===== src/rtl/uart_rx_cmd_ctrl.sv =====
// -----------------------------------------------------------------------------
// uart_rx_cmd_ctrl
//   Packet-level controller that sits behind a UART byte receiver. It frames
//   received bytes into fixed 5-byte packets: SYNC(0xA5), CMD, ADDR, DATA, CHK.
//   CHK must equal CMD ^ ADDR ^ DATA. A valid packet produces a single-cycle
//   write or clear strobe. A bad checksum, a bad command/address, or an
//   inter-byte timeout produces a single-cycle error strobe with a code.
//
// Parameters
//   TIMEOUT_CYCLES : idle clocks allowed between bytes inside a packet (>= 2)
//
// Ports
//   i_clk        in   system clock
//   i_rst        in   synchronous active-high reset
//   i_rx_valid   in   receiver byte-valid (level; only its rising edge counts)
//   i_rx_byte    in   receiver byte, stable while i_rx_valid is high
//   o_wr_en      out  one-cycle write strobe
//   o_wr_addr    out  write address, held until the next write
//   o_wr_data    out  write data, held until the next write
//   o_clr        out  one-cycle clear-all strobe
//   o_err        out  one-cycle error strobe
//   o_err_code   out  1 = checksum, 2 = command/address, 3 = timeout (held)
//   o_busy       out  high while a packet is in progress
// -----------------------------------------------------------------------------
module uart_rx_cmd_ctrl #(
  parameter int TIMEOUT_CYCLES = 25000
) (
  input  logic       i_clk,
  input  logic       i_rst,
  input  logic       i_rx_valid,
  input  logic [7:0] i_rx_byte,
  output logic       o_wr_en,
  output logic [3:0] o_wr_addr,
  output logic [7:0] o_wr_data,
  output logic       o_clr,
  output logic       o_err,
  output logic [1:0] o_err_code,
  output logic       o_busy
);

  localparam int CNT_W = (TIMEOUT_CYCLES > 1) ? $clog2(TIMEOUT_CYCLES) : 1;
  localparam logic [CNT_W-1:0] TMO_LAST = CNT_W'(TIMEOUT_CYCLES - 1);

  localparam logic [7:0] SYNC_BYTE = 8'hA5;
  localparam logic [7:0] CMD_WRITE = 8'h57;
  localparam logic [7:0] CMD_CLEAR = 8'h43;

  localparam logic [1:0] ERR_CHK = 2'd1;
  localparam logic [1:0] ERR_CMD = 2'd2;
  localparam logic [1:0] ERR_TMO = 2'd3;

  typedef enum logic [2:0] {
    ST_IDLE = 3'd0,
    ST_CMD  = 3'd1,
    ST_ADDR = 3'd2,
    ST_DATA = 3'd3,
    ST_CHK  = 3'd4
  } state_t;

  // Packet checksum: XOR of the three payload bytes.
  function automatic logic [7:0] calc_chk(input logic [7:0] cmd,
                                          input logic [7:0] addr,
                                          input logic [7:0] data);
    return cmd ^ addr ^ data;
  endfunction

  // Clear is always legal; write only targets the 16-entry space.
  function automatic logic cmd_is_legal(input logic [7:0] cmd,
                                        input logic [7:0] addr);
    return (cmd == CMD_CLEAR) || ((cmd == CMD_WRITE) && (addr[7:4] == 4'h0));
  endfunction

  state_t           state_r;
  state_t           state_nxt_s;
  logic             rx_valid_prev_r;
  logic             accept_s;
  logic [7:0]       cmd_r;
  logic [7:0]       addr_r;
  logic [7:0]       data_r;
  logic [CNT_W-1:0] tmo_cnt_r;
  logic [CNT_W-1:0] tmo_cnt_nxt_s;

  logic             wr_en_r;
  logic [3:0]       wr_addr_r;
  logic [7:0]       wr_data_r;
  logic             clr_r;
  logic             err_r;
  logic [1:0]       err_code_r;
  logic             busy_r;

  logic             wr_en_nxt_s;
  logic [3:0]       wr_addr_nxt_s;
  logic [7:0]       wr_data_nxt_s;
  logic             clr_nxt_s;
  logic             err_nxt_s;
  logic [1:0]       err_code_nxt_s;

  // Only the rising edge of valid delivers a byte; prev resets high so a
  // valid already asserted at reset release is ignored.
  assign accept_s = i_rx_valid & ~rx_valid_prev_r;

  // Edge-detect register for the receiver valid.
  always_ff @(posedge i_clk) begin
    if (i_rst) begin
      rx_valid_prev_r <= 1'b1;
    end else begin
      rx_valid_prev_r <= i_rx_valid;
    end
  end

  // Next-state and strobe decode; an accepted byte always beats a timeout.
  always_comb begin
    state_nxt_s    = state_r;
    wr_en_nxt_s    = 1'b0;
    clr_nxt_s      = 1'b0;
    err_nxt_s      = 1'b0;
    err_code_nxt_s = err_code_r;
    wr_addr_nxt_s  = wr_addr_r;
    wr_data_nxt_s  = wr_data_r;
    case (state_r)
      ST_IDLE: begin
        if (accept_s && (i_rx_byte == SYNC_BYTE)) begin
          state_nxt_s = ST_CMD;
        end else begin
          state_nxt_s = ST_IDLE;
        end
      end
      ST_CMD, ST_ADDR, ST_DATA, ST_CHK: begin
        if (accept_s) begin
          case (state_r)
            ST_CMD:  state_nxt_s = ST_ADDR;
            ST_ADDR: state_nxt_s = ST_DATA;
            ST_DATA: state_nxt_s = ST_CHK;
            default: begin
              // CHK byte: checksum first, then legality, then execute.
              state_nxt_s = ST_IDLE;
              if (calc_chk(cmd_r, addr_r, data_r) != i_rx_byte) begin
                err_nxt_s      = 1'b1;
                err_code_nxt_s = ERR_CHK;
              end else if (!cmd_is_legal(cmd_r, addr_r)) begin
                err_nxt_s      = 1'b1;
                err_code_nxt_s = ERR_CMD;
              end else if (cmd_r == CMD_WRITE) begin
                wr_en_nxt_s   = 1'b1;
                wr_addr_nxt_s = addr_r[3:0];
                wr_data_nxt_s = data_r;
              end else begin
                clr_nxt_s = 1'b1;
              end
            end
          endcase
        end else if (tmo_cnt_r == TMO_LAST) begin
          state_nxt_s    = ST_IDLE;
          err_nxt_s      = 1'b1;
          err_code_nxt_s = ERR_TMO;
        end else begin
          state_nxt_s = state_r;
        end
      end
      default: begin
        state_nxt_s = ST_IDLE;
      end
    endcase
  end

  // Inter-byte counter: zero in IDLE, on every accepted byte and on any
  // return to IDLE; otherwise counts idle clocks.
  always_comb begin
    if ((state_r == ST_IDLE) || accept_s || (state_nxt_s == ST_IDLE)) begin
      tmo_cnt_nxt_s = {CNT_W{1'b0}};
    end else begin
      tmo_cnt_nxt_s = tmo_cnt_r + CNT_W'(1);
    end
  end

  // FSM state and timeout counter registers.
  always_ff @(posedge i_clk) begin
    if (i_rst) begin
      state_r   <= ST_IDLE;
      tmo_cnt_r <= {CNT_W{1'b0}};
    end else begin
      state_r   <= state_nxt_s;
      tmo_cnt_r <= tmo_cnt_nxt_s;
    end
  end

  // Capture CMD/ADDR/DATA bytes as they are accepted.
  always_ff @(posedge i_clk) begin
    if (i_rst) begin
      cmd_r  <= 8'h00;
      addr_r <= 8'h00;
      data_r <= 8'h00;
    end else if (accept_s) begin
      case (state_r)
        ST_CMD:  cmd_r  <= i_rx_byte;
        ST_ADDR: addr_r <= i_rx_byte;
        ST_DATA: data_r <= i_rx_byte;
        default: cmd_r  <= cmd_r;
      endcase
    end else begin
      cmd_r <= cmd_r;
    end
  end

  // Registered outputs.
  always_ff @(posedge i_clk) begin
    if (i_rst) begin
      wr_en_r    <= 1'b0;
      wr_addr_r  <= 4'h0;
      wr_data_r  <= 8'h00;
      clr_r      <= 1'b0;
      err_r      <= 1'b0;
      err_code_r <= 2'd0;
      busy_r     <= 1'b0;
    end else begin
      wr_en_r    <= wr_en_nxt_s;
      wr_addr_r  <= wr_addr_nxt_s;
      wr_data_r  <= wr_data_nxt_s;
      clr_r      <= clr_nxt_s;
      err_r      <= err_nxt_s;
      err_code_r <= err_code_nxt_s;
      busy_r     <= (state_nxt_s != ST_IDLE);
    end
  end

  assign o_wr_en    = wr_en_r;
  assign o_wr_addr  = wr_addr_r;
  assign o_wr_data  = wr_data_r;
  assign o_clr      = clr_r;
  assign o_err      = err_r;
  assign o_err_code = err_code_r;
  assign o_busy     = busy_r;

endmodule


===== config.mk =====
export PLATFORM = sky130hd
export DESIGN_NAME = uart_rx_cmd_ctrl
export DESIGN_NICKNAME = d
export VERILOG_FILES = /design/src/rtl/uart_rx_cmd_ctrl.sv
export SDC_FILE = /design/constraint.sdc
export NUM_CORES = 1
export LEC_CHECK = 0
export CAP_MARGIN = 20
export CELL_PAD_IN_SITES_DETAIL_PLACEMENT = 0
export CELL_PAD_IN_SITES_GLOBAL_PLACEMENT = 2
export CORE_MARGIN = 2
export CORE_UTILIZATION = 37
export CTS_BUF_LIST = sky130_fd_sc_hd__clkbuf_4
export DETAILED_ROUTE_END_ITERATION = 16
export GPL_TIMING_DRIVEN = 0
export PLACE_DENSITY_LB_ADDON = 0.1
export SLEW_MARGIN = 20
export SYNTH_ARGS = -nofsm -noshare
export SYNTH_HDL_FRONTEND = slang
export SYNTH_SLANG_ARGS = --single-unit

===== constraint.sdc =====
create_clock -name i_clk -period 2.3 [get_ports i_clk]
set_input_delay 0.575 -clock i_clk [delete_from_list [all_inputs] [get_ports i_clk]]
set_output_delay 0.575 -clock i_clk [all_outputs]
set_load 0.01 [all_outputs]

# Word-level counts from Yosys, hierarchy flattened
# Index checks and enable logic that the tools add are counted.
# op_classes
n_reduce_logical	20
mux	17
bitwise_logic	9
add_sub_neg	1
eq_ne	11
# op_table
operator	count
$eq A8 B7 Y1 const B	2
$xor A8 B8 Y8	2
$add A15 B1 Y15 const B	1
$eq A15 B15 Y1 const B	1
$mux W2	5
$pmux W3 S3	1
$eq A8 B8 Y1 const B	1
$mux W1	8
$ne A8 B8 Y1	1
$reduce_or A8 Y1	1
$eq A3 B2 Y1 const B	2
$logic_not A3 Y1	2
$mux W3	2
$not A1 Y1	6
$pmux W3 S2	1
$reduce_and A2 Y1	3
$reduce_and A6 Y1	1
$logic_not A4 Y1	1
$reduce_and A4 Y1	1
$reduce_or A2 Y1	2
$reduce_or A4 Y1	1
$eq A3 B1 Y1 const B	1
$eq A3 B3 Y1 const B	1
$logic_or A1 B1 Y1	3
7 further kinds	8
# word_totals
register_bits	61
word_cells	71
inputBits	11
output_inout_bits	18

# Longest topological paths before layout
# depth
word_depth	8
ltp_mapped	7
depth_no_buf	6

# Worst setup path before layout
# No wires, ideal clock.
# synth_path
kind	input to register
startpoint	input i_rx_valid
endpoint	register wr_addr_r[0] (netlist: o_wr_addr[0])
n_path_buf	2
arrival_ns	1.888
slack_ns	0.341
setup_time_ns	0.072
cell_stages	7
required_time_ns	2.228
cell_sequence	nand2b_1 clkbuf_1 nor3_1 nand2_2 nor4_4 buf_6 mux2i_1
# synth_between
elab_chain_len	2
# synth_lines
element	line_no	text
start, declared	30	input logic i_rx_valid,
$and A1 B1 Y1	100	assign accept_s = i_rx_valid & ~rx_valid_prev_r;
$reduce_and A6 Y1 (no line)	n/a	
end signal, assigned	217	wr_addr_r <= wr_addr_nxt_s;
end, declared	84	logic [3:0] wr_addr_r;
# Every way passes these cells.
# A chain may end at the register's enable or synchronous reset.

# Final worst setup path
# layout_path
startpoint	input i_rx_byte[6]
endpoint	register wr_data_r[7] (netlist: o_wr_data[7])
# layout_between
elab_chain_len	3
# layout_lines
element	line_no	text
start, declared	31	input logic [7:0] i_rx_byte,
$ne A8 B8 Y1	137	if (calc_chk(cmd_r, addr_r, data_r) != i_rx_byte) begin
$not A1 Y1 (no line)	n/a	
$reduce_and A6 Y1 (no line)	n/a	
end signal, assigned	218	wr_data_r <= wr_data_nxt_s;
end, declared	85	logic [7:0] wr_data_r;
# Every way passes these cells.

==> results.tsv <==
metric	value	unit
slew_headroom	51.7	%
synth.avg_cell_area	9.42	µm²
grt_max_degree	12	
final_cell_count_no_fill	438	
final-hold-violation-count	0	
setup_tns	0	ns
ys_types	42	
finalClockSkew	0.0160	ns
grt_remaining_overflow	0	
cts_max_path_buffers	2	
hpwlAfterDp	4540	µm
cts-root-buf	clkbuf_4	
num_antenna_cells	0	
nets	346	
vias	2131	
core	7250	µm²
fmax	0.454	GHz
grt_pass1_vias	2102	
power.total	1.88	mW
gp_congestion	0.708	
grt_pass1_wl	10500	µm
ys_warn_count	0	
start_util	38.3	%
dieWidth	90.7	µm
io_buffers	28	
drtIter0Drc	68	
area_growth	21.3	%
startpoint_type	primary input	
place_ws	-0.485	ns
drv_cap	0	
synth_seq_cells	61	
fin_hold_ws	0.459	ns
post-route-util	46.5	%
netSwitchingFraction	24.7	%
internal-power	1.41	mW
clkPwrFrac	39.4	%
drt-wirelength-per-cell	14.1	µm
holdCritPathClass	register to register	
clock-sinks	61	
first_pass_iters	4	
numCtsBuffers	9	
clock_latency	0.41	ns
peakVddDrop	0.000265	V
seqPwrFrac	56.3	%
antenna_found_initial	0	
setup_viol	0	
ant_nets	0	
synth_nets	307	
fin_ws	0.0975	ns
netlist_instances	295	
cellLeakagePower	1.27	nW
via_per_inst	4.87	
grt_usage	16.3	%
path_class	primary input to register	
layout_common_cells	61 x dfxtp_1, 45 x nor2_1, 36 x mux2i_1	
rows	31	
critPathMaxFanout	10	
min_period	2.20	ns
cts_hold_buf	0	
power_density	557	nW/µm²
fin_area	3370	µm²
status	finished clean	
tightest_slew	0.724	ns
die_h	90.7	µm
io_pins	29	
end_kind	register	
clk_pin_slew	0.11	ns
cts_tree	done	
combPwrFrac	4.4	%
worst_ep_required_time	2.64	ns
cts_max_level	3	
route.detailed.drc	0	
slew_violations	0	
rsz0062_at_grt	false	
dpl_cell_area	3180	µm²
worstPathArrival	2.54	ns
netlist_area	2780	µm²
placed_cells	422	
layout-drive-gt1-share	9.73	%
power_switching	464	µW
wl	6200	µm
finalCritPeriodShare	95.8	%
dieArea	8220	µm²
mostFrequentLayoutCell	dfxtp_1	
ys_seq_area_share	43.9	%
==> kinds of logic (layout without fill, tap and decap cells) <==
logic type	count (synthesis)	in the layout	share of synthesized area, %
buffers and inverters	17	61	2.84
XOR/XNOR	37	37	11.7
multiplexers	36	36	13.0
adder cells (fa/ha/maj)	1	1	0.450
AND/OR/NAND/NOR	122	122	21.8
flip-flops	61	61	43.9
AO/OA/AOI/OAI	21	21	6.30
==> worst max-delay path, stage by stage <==
cell             delay, ns
clkdlybuf4s50_1       0.62
xnor2_1               0.18
xnor2_1               0.14
nand4_1               0.25
nor4_4                0.34
buf_6                 0.22
mux2i_1               0.21
==> per-layer routing <==
layer / vias up / share of wire, % / global-route usage, %
met3: 8 / 4.1 / 6.09
met1: 993 / 49 / 20.8
met4: 0 / 2.0 / 5.77
li1: 1091 / - / -
met2: 39 / 45 / 25.4
met5: - / 0 / 0
==> state kept, by name (all words and copies together), names as in the netlist, 2 cells and up <==
| register | cells |
|---|---|
| addr_r | 8 |
| cmd_r | 8 |
| data_r | 8 |
| o_err_code | 2 |
| o_wr_addr | 4 |
| o_wr_data | 8 |
| state_r | 3 |
| tmo_cnt_r | 15 |
==> path summary, 6_finish.rpt <==
check,startpoint,to,slack [ns],depth (start not counted)
max,i_rx_byte[6],o_wr_data[7]$_SDFFE_PP0P_,0.1,7
min,tmo_cnt_r[0]$_SDFF_PP0_,tmo_cnt_r[0]$_SDFF_PP0_,0.46,1
max reg2reg,tmo_cnt_r[3]$_SDFF_PP0_,tmo_cnt_r[11]$_SDFF_PP0_,0.19,6
min reg2reg,tmo_cnt_r[0]$_SDFF_PP0_,tmo_cnt_r[0]$_SDFF_PP0_,0.46,1
==> cell type report <==
cell class / instances / area (µm²)
well taps: 99 / 124
plain buffers: 12 / 61.3
clock buffers: 9 / 67.6
multi-input cells: 217 / 1520
repair buffers: 29 / 295
flip-flops and latches: 61 / 1220
inverters: 4 / 15.0
fillers: 743 / 3880
clock inverters: 7 / 66.3
==> power groups by stage <==
| stage | sequential (mW) | combinational [mW] | clock, mW |
|---|---|---|---|
| 6_report | 1.06 | 0.0820 | 0.739 |
| 5_1_grt | 1.06 | 0.0900 | 0.808 |
| 4_1_cts | 1.06 | 0.0800 | 0.767 |
| 3_5_place_dp | 1.08 | 0.0790 | 0 |
| 3_3_place_gp | 1.08 | 0.0784 | 0 |
| 2_1_floorplan | 1.08 | 0.0370 | 0 |
==> synth_stat cells <==
master     instances  area [µm²]
nor2_1            45         169
nand2_2            1        6.26
clkbuf_1          11        41.3
and2_1             1        6.26
a31oi_1            1        6.26
nand4bb_1          2        22.5
o21ai_0            2        10.0
nor2b_1            1        6.26
o22ai_1            1        6.26
nor4bb_1           3        30.0
inv_1              3        11.3
o21ai_4            1        16.3
or3_1              1        6.26
clkinv_1           1        3.75
xor2_1            13         114
ha_1               1        12.5
nor4_4             1        21.3
buf_6              2        22.5
nor3b_1            2        15.0
nand2_1           34         128
nand3_1            4        20.0
nor3_1             7        35.0
dfxtp_1           61        1220
nor4_1             1        6.26
or4_4              1        11.3
o21ai_2            1        8.76
a21oi_1            6        30.0
o21a_1             2        15.0
o41ai_4            1        27.5
or2_2              3        18.8
nand4_1            7        43.8
nand4b_1           1        8.76
a211oi_1           3        22.5
xnor2_1           24         210
o32ai_2            1        16.3
nor4b_1            1        8.76
or4_1              1        7.51
nand2b_1           3        18.8
a21o_1             1        7.51
and4_1             2        17.5
mux2i_1           36         360
a311oi_1           1        8.76
==> repair_timing <==
| item | in CTS | in global routing |
|---|---|---|
| pin swaps | 1 | 3 |
| setup endpoints to repair | 20 | 35 |
| resized for setup | 2 | 10 |
| buffers inserted | 1 | 0 |
No activity file was read; power rests on OpenSTA's default activity.
